$ cat src/rtl/led_scan_pkg.sv
// Shared types and defaults for the LED matrix scan controller.
// Mode and FSM encodings plus default geometry/timing.
package led_scan_pkg;

  localparam int DEF_ROWS  = 8;
  localparam int DEF_COLS  = 8;
  localparam int DEF_DWELL = 1000;
  localparam int DEF_BLANK = 2;

  typedef enum logic [1:0] {
    MODE_PIX_TEST = 2'b00,
    MODE_PIX_MASK = 2'b01,
    MODE_ROW      = 2'b10
  } mode_e;

  typedef enum logic [1:0] {
    ST_IDLE  = 2'b00,
    ST_BLANK = 2'b01,
    ST_DRIVE = 2'b10
  } state_e;

  // 2'b11 falls back to pixel-test.
  function automatic mode_e norm_mode(
    input logic [1:0] m
  );
    mode_e r;
    unique case (m)
      2'b01:   r = MODE_PIX_MASK;
      2'b10:   r = MODE_ROW;
      default: r = MODE_PIX_TEST;
    endcase
    return r;
  endfunction

endpackage

$ cat src/rtl/led_scan_ctrl_frame_buf.sv
// ROWS x COLS pixel register array, one write port, one comb read.
// Ports: clk, rst_n, wr_en/wr_row/wr_data, rd_row -> rd_data.
module led_frame_buf
  import led_scan_pkg::*;
#(
  parameter int ROWS = DEF_ROWS,
  parameter int COLS = DEF_COLS,
  localparam int RW  = $clog2(ROWS)
) (
  input  logic            clk,
  input  logic            rst_n,
  input  logic            wr_en,
  input  logic [RW-1:0]   wr_row,
  input  logic [COLS-1:0] wr_data,
  input  logic [RW-1:0]   rd_row,
  output logic [COLS-1:0] rd_data
);

  logic [ROWS-1:0][COLS-1:0] fb_q;
  logic [ROWS-1:0][COLS-1:0] fb_d;

  always_comb begin
    fb_d = fb_q;
    if (wr_en && (int'(wr_row) < ROWS)) begin
      fb_d[wr_row] = wr_data;
    end
  end

  always_ff @(posedge clk or negedge rst_n) begin
    if (!rst_n) begin
      fb_q <= '0;
    end else begin
      fb_q <= fb_d;
    end
  end

  assign rd_data = fb_q[rd_row];

endmodule

$ cat src/rtl/led_scan_ctrl.sv
// LED matrix scan controller: blank/drive stepping over a frame buffer.
// Ports: clk, rst_n, en, mode, wr_*, led_row/col, cur_row/col, status.
module led_scan_ctrl
  import led_scan_pkg::*;
#(
  parameter int ROWS  = DEF_ROWS,
  parameter int COLS  = DEF_COLS,
  parameter int DWELL = DEF_DWELL,
  parameter int BLANK = DEF_BLANK,
  localparam int RW   = $clog2(ROWS),
  localparam int CLW  = $clog2(COLS)
) (
  input  logic            clk,
  input  logic            rst_n,
  input  logic            en,
  input  logic [1:0]      mode,
  input  logic            wr_en,
  input  logic [RW-1:0]   wr_row,
  input  logic [COLS-1:0] wr_data,
  output logic [ROWS-1:0] led_row,
  output logic [COLS-1:0] led_col,
  output logic [RW-1:0]   cur_row,
  output logic [CLW-1:0]  cur_col,
  output logic            dwell_valid,
  output logic            frame_start
);

  localparam int CMAX = (DWELL > BLANK) ? DWELL : BLANK;
  localparam int CNW  = $clog2(CMAX + 1);

  localparam logic [CNW-1:0] DW_LAST = CNW'(DWELL - 1);
  localparam logic [CNW-1:0] BL_LAST =
    CNW'((BLANK > 0) ? BLANK - 1 : 0);
  localparam logic [RW-1:0]  ROW_LAST = RW'(ROWS - 1);
  localparam logic [CLW-1:0] COL_LAST = CLW'(COLS - 1);

  state_e          state_q, state_d;
  mode_e           mode_q, mode_d;
  logic [RW-1:0]   row_q, row_d;
  logic [CLW-1:0]  col_q, col_d;
  logic [CNW-1:0]  cnt_q, cnt_d;
  logic [ROWS-1:0] led_row_q, led_row_d;
  logic [COLS-1:0] led_col_q, led_col_d;
  logic            dv_q, dv_d;
  logic            fs_q, fs_d;
  logic            step_done;
  logic            wrap;
  logic            entry;
  logic [COLS-1:0] rd_data;

  led_frame_buf #(
    .ROWS (ROWS),
    .COLS (COLS)
  ) u_fb (
    .clk     (clk),
    .rst_n   (rst_n),
    .wr_en   (wr_en),
    .wr_row  (wr_row),
    .wr_data (wr_data),
    .rd_row  (row_d),
    .rd_data (rd_data)
  );

  always_comb begin
    state_d   = state_q;
    mode_d    = mode_q;
    row_d     = row_q;
    col_d     = col_q;
    cnt_d     = cnt_q;
    step_done = 1'b0;
    wrap      = 1'b0;
    if (!en) begin
      state_d = ST_IDLE;
      row_d   = '0;
      col_d   = '0;
      cnt_d   = '0;
    end else begin
      unique case (state_q)
        ST_IDLE: begin
          mode_d  = norm_mode(mode);
          row_d   = '0;
          col_d   = '0;
          cnt_d   = '0;
          state_d = (BLANK == 0) ? ST_DRIVE : ST_BLANK;
        end
        ST_BLANK: begin
          if (cnt_q == BL_LAST) begin
            cnt_d   = '0;
            state_d = ST_DRIVE;
          end else begin
            cnt_d = cnt_q + 1'b1;
          end
        end
        ST_DRIVE: begin
          if (cnt_q == DW_LAST) begin
            cnt_d     = '0;
            step_done = 1'b1;
            state_d   = (BLANK == 0) ? ST_DRIVE : ST_BLANK;
          end else begin
            cnt_d = cnt_q + 1'b1;
          end
        end
        default: begin
          state_d = ST_IDLE;
        end
      endcase
    end
    if (step_done) begin
      if (mode_q == MODE_ROW || col_q == COL_LAST) begin
        col_d = '0;
        if (row_q == ROW_LAST) begin
          wrap = 1'b1;
        end else begin
          row_d = row_q + 1'b1;
        end
      end else begin
        col_d = col_q + 1'b1;
      end
    end
    // Mode only changes at frame boundaries.
    if (wrap) begin
      row_d  = '0;
      col_d  = '0;
      mode_d = norm_mode(mode);
    end
  end

  // Outputs are registered from next-state so they line up
  // with the state they describe. Column data is captured
  // only on DRIVE entry and then held for the dwell.
  always_comb begin
    entry = (state_d == ST_DRIVE) &&
            ((state_q != ST_DRIVE) || step_done);
    led_row_d = '0;
    led_col_d = '0;
    dv_d      = 1'b0;
    fs_d      = 1'b0;
    if (state_d == ST_DRIVE) begin
      dv_d      = 1'b1;
      led_row_d = ROWS'(1) << row_d;
      if (entry) begin
        fs_d = (row_d == '0) && (col_d == '0);
        unique case (1'b1)
          (mode_d == MODE_ROW):
            led_col_d = rd_data;
          (mode_d == MODE_PIX_MASK):
            led_col_d = rd_data & (COLS'(1) << col_d);
          default:
            led_col_d = COLS'(1) << col_d;
        endcase
      end else begin
        led_col_d = led_col_q;
      end
    end
  end

  always_ff @(posedge clk or negedge rst_n) begin
    if (!rst_n) begin
      state_q   <= ST_IDLE;
      mode_q    <= MODE_PIX_TEST;
      row_q     <= '0;
      col_q     <= '0;
      cnt_q     <= '0;
      led_row_q <= '0;
      led_col_q <= '0;
      dv_q      <= 1'b0;
      fs_q      <= 1'b0;
    end else begin
      state_q   <= state_d;
      mode_q    <= mode_d;
      row_q     <= row_d;
      col_q     <= col_d;
      cnt_q     <= cnt_d;
      led_row_q <= led_row_d;
      led_col_q <= led_col_d;
      dv_q      <= dv_d;
      fs_q      <= fs_d;
    end
  end

  assign led_row     = led_row_q;
  assign led_col     = led_col_q;
  assign cur_row     = row_q;
  assign cur_col     = col_q;
  assign dwell_valid = dv_q;
  assign frame_start = fs_q;

endmodule

$ cat config.mk
export PLATFORM = sky130hd
export DESIGN_NAME = led_scan_ctrl
export DESIGN_NICKNAME = d
export VERILOG_FILES = /design/src/rtl/led_scan_pkg.sv /design/src/rtl/led_scan_ctrl_frame_buf.sv /design/src/rtl/led_scan_ctrl.sv
export SDC_FILE = /design/constraint.sdc
export NUM_CORES = 1
export LEC_CHECK = 0
export ABC_AREA = 1
export BUFFER_PORTS_ARGS = -buffer_cell sky130_fd_sc_hd__buf_2
export CAP_MARGIN = 20
export CORE_MARGIN = 5
export CORE_UTILIZATION = 65
export CTS_BUF_LIST = sky130_fd_sc_hd__clkbuf_8
export DETAILED_ROUTE_END_ITERATION = 12
export PLACE_DENSITY = 0.85
export SLEW_MARGIN = 25
export SYNTH_ARGS = -nofsm -noshare
export SYNTH_HDL_FRONTEND = slang
export SYNTH_SLANG_ARGS = --single-unit
$ cat constraint.sdc
create_clock -name clk -period 3.83 [get_ports clk]
set_input_delay 0.766 -clock clk [delete_from_list [all_inputs] [get_ports clk]]
set_output_delay 0.766 -clock clk [all_outputs]
set_load 0.01 [all_outputs]
==> results.tsv <==
stage	metric	value	unit
hold_path	min-delay worst type	primary input to asynchronous set/reset pin	
critical_path	Worst Path Required	4.14	ns
sta	highest clock rate	328	MHz
final_layout	Final nets	762	
pwr	Pwr per Cell Area	416	mW/mm²
job	max cap viols	0	
yosys	XOR/XNOR Fraction of Synth Area	0.329	%
final_layout	fraction of layout cells with a size suffix above 1	10.3	%
yosys	largest family of logic cells by synthesized area	simple AND/OR/NAND/NOR gates	
yosys	largest area contributor in the netlist	dfrtp_1	
detailed_routing	initial DRC count	471	
floorplan	die width	100	µm
yosys	post-synthesis mux area share	0	%
floorplan	Die H	100	µm
yosys	mean area per synthesized cell	7.60	µm²
clocking	clock root buffer	clkbuf_8	
sta	Setup violations, final	0	
critical_path	crit start category	register	
yosys	YS warnings	0	
grt	largest net degree at the start of global routing	91	
detailed_routing	vias per inst	5.64	
sta	crit share post-route	79.7	%
yosys	EDFF count, synth	0	
sta	clock skew after layout	0.0154	ns
detailed_routing	DR vias	4751	
yosys	share of the synthesized area in the top cell type	48.0	%
yosys	Post-synth top flop	dfrtp_1	
yosys	Syn Std Cell Area	0.00532	mm²
floorplan	Core Region	0.00809	mm²
clocking	post-cts hold buffer count	0	
run_status	status	complete, no violations	
yosys	Synth Net Count	729	
yosys	Adder-Cell Fraction of Synth Area	2.82	%
sta	RSZ-0062 raised after global routing	no	
floorplan	IO Count	41	
sta	setup TNS	0	ns
sta	Final Hold Viols	0	
critical_path	Crit. End Element	register	
sta	measured slew at the worst slew-check pin	0.791	ns
yosys	Synth cell types	31	
yosys	simple-gate share of the synthesized area	32.1	%
detailed_routing	ANT nets after route	0	
grt	GRT overflow	0	
yosys	cells after synthesis	700	
critical_path	Crit Path Category	register to register	
clocking	CTS Sinks	102	
detailed_routing	number of remaining DRC errors	0	
detailed_routing	Routed WL	12600	µm
grt	initial antenna violation count	0	
yosys	top cells by area, synth	dfrtp_1 (48%), nand2_1 (17%), o21ai_0 (6.5%), inv_1 (5.9%), nand3_1 (5.6%)	
critical_path	setup slack, reg-to-reg	0.78	ns
yosys	cell with the most instances after synthesis	nand2_1	
grt	vias in the first global route	4530	
grt	gr usage total	26.8	%
detailed_routing	Routed wire per std cell	15.0	µm
clocking	Inserted Clock Buffers	9	
clocking	Clock Latency Late Sink	0.37	ns
clocking	CTS resizes	0	
final_layout	diode count	0	
clocking	Setup Fix Bufs, Post-CTS	0	
clocking	TritonCTS clock tree	yes	
critical_path	Reg2Reg Depth	17	
critical_path	crit-path max FO	36	
sta	slew margin rel.	46.9	%
yosys	post-synthesis compound-gate area fraction	8.42	%
yosys	Synth Register Bits	102	
floorplan	initial core utilization	65.7	%
clocking	CTS clk-pin slew, worst paths	0.11	ns
placed_design	RePlAce Congestion	0.914	
placed_design	# port buffers	40	
sta	final hold slack	0.456	ns
pwr	P_leak	3.04	nW
clocking	Clock Tree Buf Depth	2	
clocking	H-Tree Depth	3	
final_layout	Area Overhead vs Synth	8.49	%
floorplan	die area	0.0101	mm²
yosys	Synth top cells by count	nand2_1 (239), dfrtp_1 (102), inv_1 (84), o21ai_0 (69), nand3_1 (59)	
critical_path	Worst R2R End	led_col[0]	
grt	first-pass GRT wire length	21700	µm
critical_path	worst reg2reg startpoint	cnt_q[0]	
yosys	register area share after synthesis	48.0	%
critical_path	Worst EP arrival	3.36	ns
sta	Period minus WS final	3.05	ns
pwr	Peak VDD IR	0.231	mV
placed_design	Post-DP HPWL	8810	µm
yosys	async set-reset flop share out of synthesis	100	%
sta	max-slew violations	0	
floorplan	# rows	33	
detailed_routing	drt first pass iters	5	
how the worst max path moves through the flow:
| stage | endpoint | from | slack [ns] | cells after the start |
|---|---|---|---|---|
| after floorplan | led_col[0] | cur_col[0] | 1.31 | 16 |
| after global placement | led_col[4] | en | 0.86 | 16 |
| after detailed placement | led_col[4] | en | 0.83 | 14 |
| after CTS | led_col[4] | cnt_q[0] | 0.82 | 15 |
| after global routing | led_col[6] | cnt_q[0] | 0.48 | 17 |
| final | led_col[0] | cnt_q[0] | 0.78 | 17 |
report_power, final:
group | switching, mW | internal (mW) | leakage, nW
clock network | 0.394 | 0.288 | 0.104
registers | 0.0748 | 1.21 | 1.33
logic | 0.267 | 0.161 | 1.61
cells in the final DEF, fill, tap and decap left out:
cell type / Yosys / layout
o32ai_1: 1 / 1
nor2_2: 2 / 2
nand3_1: 59 / 59
dfrtp_1: 102 / 102
nand2_1: 239 / 239
inv_1: 84 / 84
nor3b_1: 3 / 3
o22ai_1: 1 / 1
nand2_2: 5 / 5
o21ai_1: 1 / 1
nand3b_1: 24 / 24
inv_6: 0 / 2
nand4_1: 6 / 6
inv_2: 4 / 4
nand2_4: 1 / 1
nor3_1: 6 / 6
nand3_2: 1 / 1
nor4_1: 1 / 1
buf_6: 1 / 1
xor2_1: 2 / 2
a211oi_1: 1 / 1
nor2_1: 36 / 36
inv_8: 0 / 2
clkinv_4: 0 / 1
ha_1: 12 / 12
buf_4: 4 / 3
clkbuf_8: 0 / 11
o21ai_0: 69 / 69
buf_2: 6 / 39
nor3_4: 1 / 1
nor2_4: 1 / 1
a21oi_1: 15 / 15
nor3_2: 1 / 1
inv_4: 1 / 1
final cells by class:
cell class	count	area, µm²
fill	648	2320
timing repair buffer	43	229
clock inverter	5	48.8
clock buffer	11	151
inverter	89	337
tap	105	131
sequential	102	2550
multi-input combinational	488	2320
cells by family after synthesis:
logic type,count (synthesis)
simple gates,386
flops,102
compound gates,88
fa+ha+maj,12
xor+xnor,2
buf+inv,110
stage by stage:
stage | util [%] | total power [mW] | cell area, µm² | setup slack [ns] | instances
after global placement | 68.8 | 1.70 | 5570 | 0.864 | 827
after floorplan | - | 1.60 | 5320 | 1.31 | 700
after detailed placement | 68.8 | 1.73 | 5570 | 0.828 | 827
after CTS | 71.3 | 2.40 | 5770 | 0.818 | 843
final | 71.3 | 2.40 | 5770 | 0.777 | 843
after global routing | 71.3 | 2.55 | 5770 | 0.476 | 843
critical path, stage by stage, from the launching register on:
cell     delay, ns
dfrtp_1       0.44
ha_1          0.20
nand2_1       0.10
nor2_2        0.10
nand3_2       0.16
nor2_2        0.22
nand2_1       0.14
nand2_2       0.53
nand2_4       0.38
nand2_1       0.16
nand2_1       0.06
nand2_1       0.07
nand2_1       0.09
nand2_1       0.09
nand3_1       0.10
nand2_1       0.07
nand2_1       0.05
nand2_1       0.05
sequential cells by signal (all words and copies together) (netlist names):
name / flops
cnt_q: 10
cur_col: 3
cur_row: 3
dwell_valid: 1
frame_start: 1
led_col: 8
led_row: 8
mode_q: 2
state_q: 2
u_fb.fb_q: 64
routing by layer:
metal / wire, µm / track usage, % / vias up
met5: 0 / 0 / -
met4: 301 / 9.12 / 0
met3: 769 / 3.39 / 35
met2: 6020 / 42.8 / 191
met1: 5510 / 38.1 / 2238
li1: - / - / 2287
Note: power is estimated with default switching activity, not from simulation.
